==> src/rtl/clk_div_gen.sv <==
// clk_div_gen: CHANNELS programmable divided clocks with single-cycle edge ticks, all derived from clk.
// Latency: every output is registered; a sampled run, sync or config write shows up one cycle later.
// Backpressure: none; writes to a valid channel are always taken (last write wins) and acked next cycle.
// Optional start phase: define CLK_DIV_GEN_PHASE_EN to add the cfg_phase input.
module clk_div_gen #(
    parameter int CHANNELS = 4,
    parameter int CNT_W    = 16,
    parameter int DEF_DIV  = 2
) (
    input  logic                                               clk,
    input  logic                                               reset,
    input  logic                                               cfg_wr,
    input  logic [((CHANNELS > 1) ? $clog2(CHANNELS) : 1)-1:0] cfg_ch,
    input  logic [CNT_W-1:0]                                   cfg_div,
    input  logic [CNT_W-1:0]                                   cfg_high,
`ifdef CLK_DIV_GEN_PHASE_EN
    input  logic [CNT_W-1:0]                                   cfg_phase,
`endif
    output logic                                               cfg_ack,
    input  logic [CHANNELS-1:0]                                run,
    input  logic                                               sync,
    output logic [CHANNELS-1:0]                                clk_out,
    output logic [CHANNELS-1:0]                                tick_rise,
    output logic [CHANNELS-1:0]                                tick_fall,
    output logic [CHANNELS-1:0]                                busy
);

    localparam int CH_W    = (CHANNELS > 1) ? $clog2(CHANNELS) : 1;
    localparam int CH_W1   = CH_W + 1;
    localparam int DEF_D_I = (DEF_DIV < 2) ? 2 : DEF_DIV;
    localparam int DEF_H_R = ((DEF_DIV / 2) == 0) ? 1 : (DEF_DIV / 2);
    localparam int DEF_H_I = (DEF_H_R >= DEF_D_I) ? (DEF_D_I - 1) : DEF_H_R;
    localparam logic [CNT_W-1:0] DEF_D  = CNT_W'(DEF_D_I);
    localparam logic [CNT_W-1:0] DEF_H  = CNT_W'(DEF_H_I);
    localparam logic [CH_W:0]    CH_LIM = CH_W1'(CHANNELS);

    typedef enum logic [1:0] {
        ST_IDLE = 2'd0,
        ST_RUN  = 2'd1,
        ST_STOP = 2'd2
    } state_t;

    // Period is at least 2 so every period has a high and a low cycle.
    function automatic logic [CNT_W-1:0] clamp_div(input logic [CNT_W-1:0] d);
        return (d < CNT_W'(2)) ? CNT_W'(2) : d;
    endfunction

    // High time is 1..d-1 against an already clamped period d.
    function automatic logic [CNT_W-1:0] clamp_high(input logic [CNT_W-1:0] d,
                                                    input logic [CNT_W-1:0] h);
        if (h == '0)
            return CNT_W'(1);
        else if (h >= d)
            return d - CNT_W'(1);
        else
            return h;
    endfunction

    state_t              r_state    [CHANNELS];
    state_t              w_state_nx [CHANNELS];
    logic [CNT_W-1:0]    r_cnt      [CHANNELS];
    logic [CNT_W-1:0]    r_div      [CHANNELS];
    logic [CNT_W-1:0]    r_high     [CHANNELS];
    logic [CNT_W-1:0]    r_sh_div   [CHANNELS];
    logic [CNT_W-1:0]    r_sh_high  [CHANNELS];
    logic [CNT_W-1:0]    w_cnt_nx   [CHANNELS];
    logic [CNT_W-1:0]    w_div_eff  [CHANNELS];
    logic [CNT_W-1:0]    w_high_eff [CHANNELS];
    logic [CNT_W-1:0]    w_start    [CHANNELS];
`ifdef CLK_DIV_GEN_PHASE_EN
    logic [CNT_W-1:0]    r_phase     [CHANNELS];
    logic [CNT_W-1:0]    r_sh_phase  [CHANNELS];
    logic [CNT_W-1:0]    w_phase_eff [CHANNELS];
`endif
    logic [CHANNELS-1:0] r_clk_out;
    logic [CHANNELS-1:0] r_rise;
    logic [CHANNELS-1:0] r_fall;
    logic [CHANNELS-1:0] r_busy;
    logic [CHANNELS-1:0] w_clk_nx;
    logic [CHANNELS-1:0] w_wr_hit;
    logic [CHANNELS-1:0] w_wrap;
    logic [CHANNELS-1:0] w_apply;
    logic                r_ack;
    logic                w_ch_ok;

    // Decode the write target, period wrap, and whether pending config takes effect at this edge.
    always_comb begin
        w_ch_ok = ({1'b0, cfg_ch} < CH_LIM);
        for (int i = 0; i < CHANNELS; i++) begin
            w_wr_hit[i]   = cfg_wr && w_ch_ok && (cfg_ch == CH_W'(i));
            w_wrap[i]     = (r_cnt[i] == (r_div[i] - CNT_W'(1)));
            // Config lands only on a period boundary (wrap or sync), or immediately when idle.
            w_apply[i]    = r_busy[i] && ((r_state[i] == ST_IDLE) || sync || w_wrap[i]);
            w_div_eff[i]  = w_apply[i] ? clamp_div(r_sh_div[i]) : r_div[i];
            w_high_eff[i] = w_apply[i] ? clamp_high(clamp_div(r_sh_div[i]), r_sh_high[i])
                                       : r_high[i];
`ifdef CLK_DIV_GEN_PHASE_EN
            w_phase_eff[i] = w_apply[i] ? r_sh_phase[i] : r_phase[i];
            w_start[i]     = w_phase_eff[i] % w_div_eff[i];
`else
            w_start[i]     = '0;
`endif
        end
    end

    // Per-channel FSM next state: counter, divided clock level and run/stop sequencing.
    always_comb begin
        for (int i = 0; i < CHANNELS; i++) begin
            w_state_nx[i] = r_state[i];
            w_cnt_nx[i]   = r_cnt[i];
            w_clk_nx[i]   = r_clk_out[i];
            case (r_state[i])
                ST_IDLE: begin
                    if (run[i]) begin
                        w_state_nx[i] = ST_RUN;
                        w_cnt_nx[i]   = w_start[i];
                        w_clk_nx[i]   = (w_start[i] < w_high_eff[i]);
                    end
                end
                default: begin
                    if (sync) begin
                        // Realign: restart the period from the start point, keep run/stop intent.
                        w_state_nx[i] = run[i] ? ST_RUN : ST_STOP;
                        w_cnt_nx[i]   = w_start[i];
                        w_clk_nx[i]   = (w_start[i] < w_high_eff[i]);
                    end else if (w_wrap[i]) begin
                        if (!run[i]) begin
                            // Period finished with run low: park low without a rising tick.
                            w_state_nx[i] = ST_IDLE;
                            w_cnt_nx[i]   = '0;
                            w_clk_nx[i]   = 1'b0;
                        end else begin
                            w_state_nx[i] = ST_RUN;
                            w_cnt_nx[i]   = '0;
                            w_clk_nx[i]   = (CNT_W'(0) < w_high_eff[i]);
                        end
                    end else begin
                        // Mid-period: the period always completes; run only picks the state.
                        w_state_nx[i] = run[i] ? ST_RUN : ST_STOP;
                        w_cnt_nx[i]   = r_cnt[i] + CNT_W'(1);
                        w_clk_nx[i]   = ((r_cnt[i] + CNT_W'(1)) < r_high[i]);
                    end
                end
            endcase
        end
    end

    // State, counters, active/shadow config and registered outputs; reset discards any shadow.
    always_ff @(posedge clk or posedge reset) begin
        if (reset) begin
            for (int i = 0; i < CHANNELS; i++) begin
                r_state[i]   <= ST_IDLE;
                r_cnt[i]     <= '0;
                r_div[i]     <= DEF_D;
                r_high[i]    <= DEF_H;
                r_sh_div[i]  <= DEF_D;
                r_sh_high[i] <= DEF_H;
`ifdef CLK_DIV_GEN_PHASE_EN
                r_phase[i]    <= '0;
                r_sh_phase[i] <= '0;
`endif
            end
            r_clk_out <= '0;
            r_rise    <= '0;
            r_fall    <= '0;
            r_busy    <= '0;
            r_ack     <= 1'b0;
        end else begin
            r_ack     <= cfg_wr && w_ch_ok;
            r_rise    <= ~r_clk_out & w_clk_nx;
            r_fall    <= r_clk_out & ~w_clk_nx;
            r_clk_out <= w_clk_nx;
            // A write in the same cycle as an apply stays pending for the next boundary.
            r_busy    <= w_wr_hit | (r_busy & ~w_apply);
            for (int i = 0; i < CHANNELS; i++) begin
                r_state[i] <= w_state_nx[i];
                r_cnt[i]   <= w_cnt_nx[i];
                r_div[i]   <= w_div_eff[i];
                r_high[i]  <= w_high_eff[i];
`ifdef CLK_DIV_GEN_PHASE_EN
                r_phase[i] <= w_phase_eff[i];
`endif
                if (w_wr_hit[i]) begin
                    r_sh_div[i]  <= cfg_div;
                    r_sh_high[i] <= cfg_high;
`ifdef CLK_DIV_GEN_PHASE_EN
                    r_sh_phase[i] <= cfg_phase;
`endif
                end
            end
        end
    end

    assign clk_out   = r_clk_out;
    assign tick_rise = r_rise;
    assign tick_fall = r_fall;
    assign busy      = r_busy;
    assign cfg_ack   = r_ack;

endmodule

==> config.mk <==
export PLATFORM = sky130hd
export DESIGN_NAME = clk_div_gen
export DESIGN_NICKNAME = d
export VERILOG_FILES = /design/src/rtl/clk_div_gen.sv
export SDC_FILE = /design/constraint.sdc
export NUM_CORES = 1
export LEC_CHECK = 0
export BUFFER_PORTS_ARGS = -buffer_cell sky130_fd_sc_hd__clkbuf_2
export CORE_MARGIN = 2
export CORE_UTILIZATION = 30
export DETAILED_ROUTE_END_ITERATION = 7
export GPL_ROUTABILITY_DRIVEN = 0
export PLACE_DENSITY = 0.44
export RECOVER_POWER = 100
export SLEW_MARGIN = 20
export SYNTH_ARGS = -nofsm -noshare
export SYNTH_HDL_FRONTEND = slang
export SYNTH_SLANG_ARGS = --single-unit
==> constraint.sdc <==
create_clock -name clk -period 16.1 [get_ports clk]
set_clock_uncertainty 0.15 [all_clocks]
set_input_delay 2.415 -clock clk [delete_from_list [all_inputs] [get_ports clk]]
set_output_delay 2.415 -clock clk [all_outputs]
set_load 0.02 [all_outputs]
# --- Word level (Yosys, flattened, before mapping) ---
# Index checks and enable logic that the tools add are counted.
op_classes:
  muxes: 76
  n_reduce_logical: 25
  order_cmp: 16
  bitwise: 7
  n_eq_ne: 11
  n_addsub: 12
ops:
  columns: ["cell", "count"]
  rows:
  - ["$mux 16", 32]
  - ["$sub 16x1->16 const B", 8]
  - ["$add 16x1->16 const B", 4]
  - ["$eq 16x16->1", 4]
  - ["$ge 16x16->1", 4]
  - ["$logic_not 16->1", 4]
  - ["$lt 1x16->1 const A", 4]
  - ["$lt 16x16->1", 4]
  - ["$lt 16x2->1 const B", 4]
  - ["$mux 2", 20]
  - ["$mux 1", 24]
  - ["$and 4x4->4", 3]
  - ["$not 4->4", 3]
  - ["$logic_not 2->1", 5]
  - ["$logic_and 1x1->1", 8]
  - ["$logic_or 1x1->1", 8]
  - ["$ne 2x2->1 const B", 4]
  - ["$eq 2x2->1 const B", 2]
  - ["$or 4x4->4", 1]
  - ["$eq 2x1->1 const B", 1]
totals:
  in_bits: 42
  regBits: 345
  output_inout_bits: 17

# --- Depth between registers and ports, before layout ---
depth:
  word_depth: 13
  ltp_mapped: 17
  ltp_nobuf: 15

# --- Worst setup path before layout ---
# Ideal clock, no wire load.
synth_path:
  path_type: "reg-to-reg"
  from: "register r_sh_div[10] (netlist name)"
  to: "register r_high[3] (netlist name)"
  t_arrival_ps: 3853
  stages_incl_launch_ff: 15
  synth_period_minus_slack_ps: 4137
  setup_ps: 134
  n_path_buf: 2
  slack_ps: 11963
  cell_sequence: "dfrtp_1 nor4_1 and3_1 clkbuf_1 nand2_1 o21ai_0 inv_1 ha_1 nand2b_1 a2111oi_0 o211ai_1 a221oi_1 clkbuf_1 mux2i_1 o31ai_1"
synth_rtl:
  columns: ["item", "line_no", "rtl"]
  rows:
  - ["from (decl)", "64", "logic [CNT_W-1:0] r_sh_div [CHANNELS];"]
  - ["from (signal, indexed assignment)", "184", "r_sh_div[i] <= cfg_div;"]
  - ["to (signal, indexed assignment)", "179", "r_high[i] <= w_high_eff[i];"]
  - ["to (decl)", "63", "logic [CNT_W-1:0] r_high [CHANNELS];"]

==> results.md <==
- Failing checks: max-capacitance violations, max-slew violations
- Count of cell types in the netlist: 90
- Clock latency on the worst-skew pair: between 500 and 600 ps
- Main combinational cell family by area after synthesis: simple AND/OR/NAND/NOR gates
- Post-synth EDFFs: 0
- CTS root buf: clkbuf_16
- I/O Buffers: between 50 and 60
- Largest net degree at the start of global routing: between 70 and 80
- Min cycle time layout: between 7000 and 8000 ps
- Cell family with most CP delay: buffers and inverters
- Top-count cell post-synth: dfrtp_1
- Gr usage total: between 10% and 20%
- CP required: about 16000 ps
- First-pass GRT wire length: 99700 um
- Synth area leaders: dfrtp_1 (38%), ha_1 (7.9%), mux2_2 (6.1%)
- Worst-path maximum fanout: 76
- Clock transition at the registers of the reported paths: roughly 50 ps
- Multiplexer area fraction after synthesis: roughly 7.6%
- Hold_buf cts: 0
- DR pass1 iterations: 7
- Synthesized Nets: around 2500
- Fmax: 0.128 GHz
- Post-synth top cells: dfrtp_1 (329), nand2_1 (224), o21ai_0 (162)
- RSZ-0062 raised after global routing: no
- DR WL/cell: slightly below 20 um
- Die height: roughly 270 um
- CORE AREA: 71400 um^2
- Post-DR vias/cell: between 5 and 6
- Sink Count: between 300 and 400
- Setup TNS Final: 0 ps
- Warnings, synthesis: 0
- Number of antenna violations at the first check in global routing: 5
- Sequential share of the synthesized area: roughly two fifths
- Drt drc: 0
- CTS max path bufs: 3
- Setup WS post-layout: a little over 8000 ps
- Area fraction of the dominant cell type after synthesis: a little under two fifths
- Pin slew with the least headroom to its limit: approximately 4000 ps
- Pleak: ~11 nW
- Kind of critical path: in2async
- Min-delay worst type: reg2reg
- Number of global-route vias before repair: between 15000 and 20000
- CP startpoint kind: primary input
- Post-cts sizing count: 0
- Antenna diode count: 0
- Arr. time, crit path: 7420 ps
- Synth Flop Type: dfrtp_1
- VDD IR-drop max: roughly 80 uV
- Max_cap viols: 12
- Nets@finish: 2469
- Post-CTS setup buffer count: 0
- Synthesized area per cell: 9.46 um^2
- Hpwl dp: 47200 um
- Status: finished with violations
- Die X: 272 um
- CTS H-tree depth: 2
- Post-Synth Adder-Cell Area: about 7.9%
- Initial Utilization: a little under a third
- Sequence of cells on the critical path: clkbuf_2 > clkinvlp_2 > clkbuf_1
- Critical Path Sink Type: asynchronous set/reset pin
- Post-Synth XOR/XNOR Area: 7.02%
- Iteration-0 DRC count of the detailed router: 1033
- Final setup violation count: 0
- Compound-Gate Fraction of Synth Area: 15.1%
- Synthesized cell area: 21600 um^2
- Post-synthesis simple-gate area fraction: 17.5%
- CTS Buf Count: between 40 and 50
- Rows: 98
- Vias: between 15000 and 20000
- WP buf/inv: 3
- Slowest CP cell: clkbuf_1
- PwrDens: roughly 140 nW/um^2
- Layout cells sized above 1: between 10% and 20%
- Area delta synth->final: 12.3%
- Tot Pwr: around 3.4 mW
- Final hold vios: 0
- Congestion Overflow GR: 0
- Yosys top cell by area: dfrtp_1
- I/O pins: 59
- Mapped Cells: between 2000 and 2500
- Slew headroom: -167%
- Flops & latches, synth: approximately 350
- TritonCTS clock tree: built
- Die area: 74100 um^2
- Slew Viols, Final: 686
- Post-synth ARST share: 100%
- Crit path largest cell delay: around 2900 ps
- Antenna-violating nets left: 0
- Final WL: 63300 um
- Pre-CTS WS: between 10000 and 15000 ps
- Tcrit/Tclk final: ~50%
[power breakdown]
group	internal [mW]	switching [mW]	total [mW]
registers	1.06	0.264	1.33
logic	0.434	0.571	1.01
clock network	0.680	0.412	1.09
[flip-flops by register name, indices dropped and copies added (netlist names)]
register / count
tick_rise: 4
r_state: 8
cfg_ack: 1
r_sh_div: 64
r_high: 64
tick_fall: 4
r_div: 64
r_cnt: 64
busy: 4
clk_out: 4
r_sh_high: 64
[final cells by class]
type	count	area, um^2
multi-input combinational	1675	11900
inverter	151	568
sequential	345	8650
tap	950	1190
timing repair buffer	73	337
clock inverter	18	332
clock buffer	65	1270
fill	7411	47100
[layer usage]
| metal | vias to the layer above | share of wire [%] | track usage [%] |
|---|---|---|---|
| met5 | - | 0 | 0 |
| met2 | 300 | 44 | 26.3 |
| met3 | 83 | 4.3 | 2.34 |
| li1 | 8215 | - | - |
| met1 | 8311 | 50 | 24.9 |
| met4 | 0 | 2.0 | 4.73 |
[path summary, 6_finish.rpt]
path	startpoint	endpoint	slack, ps	cells past startpoint
min reg2reg	clk_out[0]$_DFF_PP0_	tick_rise[0]$_DFF_PP0_	330	1
max	reset	r_sh_high[30]$_DFFE_PP0P_	8280	3
min	clk_out[0]$_DFF_PP0_	tick_rise[0]$_DFF_PP0_	330	1
min in group asynchronous	reset	r_cnt[2]$_DFFE_PP0P_	2620	2
max in group clk	sync	tick_rise[3]$_DFF_PP0_	9740	9
max reg2reg	r_div[48]$_DFFE_PP0P_	tick_fall[0]$_DFF_PP0_	10390	10
[through the flow]
stage | utilization (%) | instance area, um^2 | hold WS, ps | instances
2_1_floorplan | - | 21600 | 295 | 2281
3_3_place_gp | 31.9 | 22800 | 307 | 3194
3_5_place_dp | 31.9 | 22800 | 322 | 3194
4_1_cts | 34.1 | 24400 | 330 | 3277
5_1_grt | 34.0 | 24200 | 353 | 3277
6_report | 34.0 | 24200 | 326 | 3277
[cells by family after synthesis]
logic type,after synthesis
fa+ha+maj,136
mux,150
buf+inv,261
xor+xnor,173
simple gates,729
compound gates,487
flops,345
[layout by cell type, fill, tap and decap left out, types with 57 or more instances in the layout]
master and instances:
a21oi_1 66, xnor2_1 116, mux2_2 116, nor2_1 126, nor4_1 62, xor2_1 57, inv_1 150, ha_1 136
dfrtp_1 329, nand2_1 225, o21ai_0 186
Power figures use the tool's default switching activity.
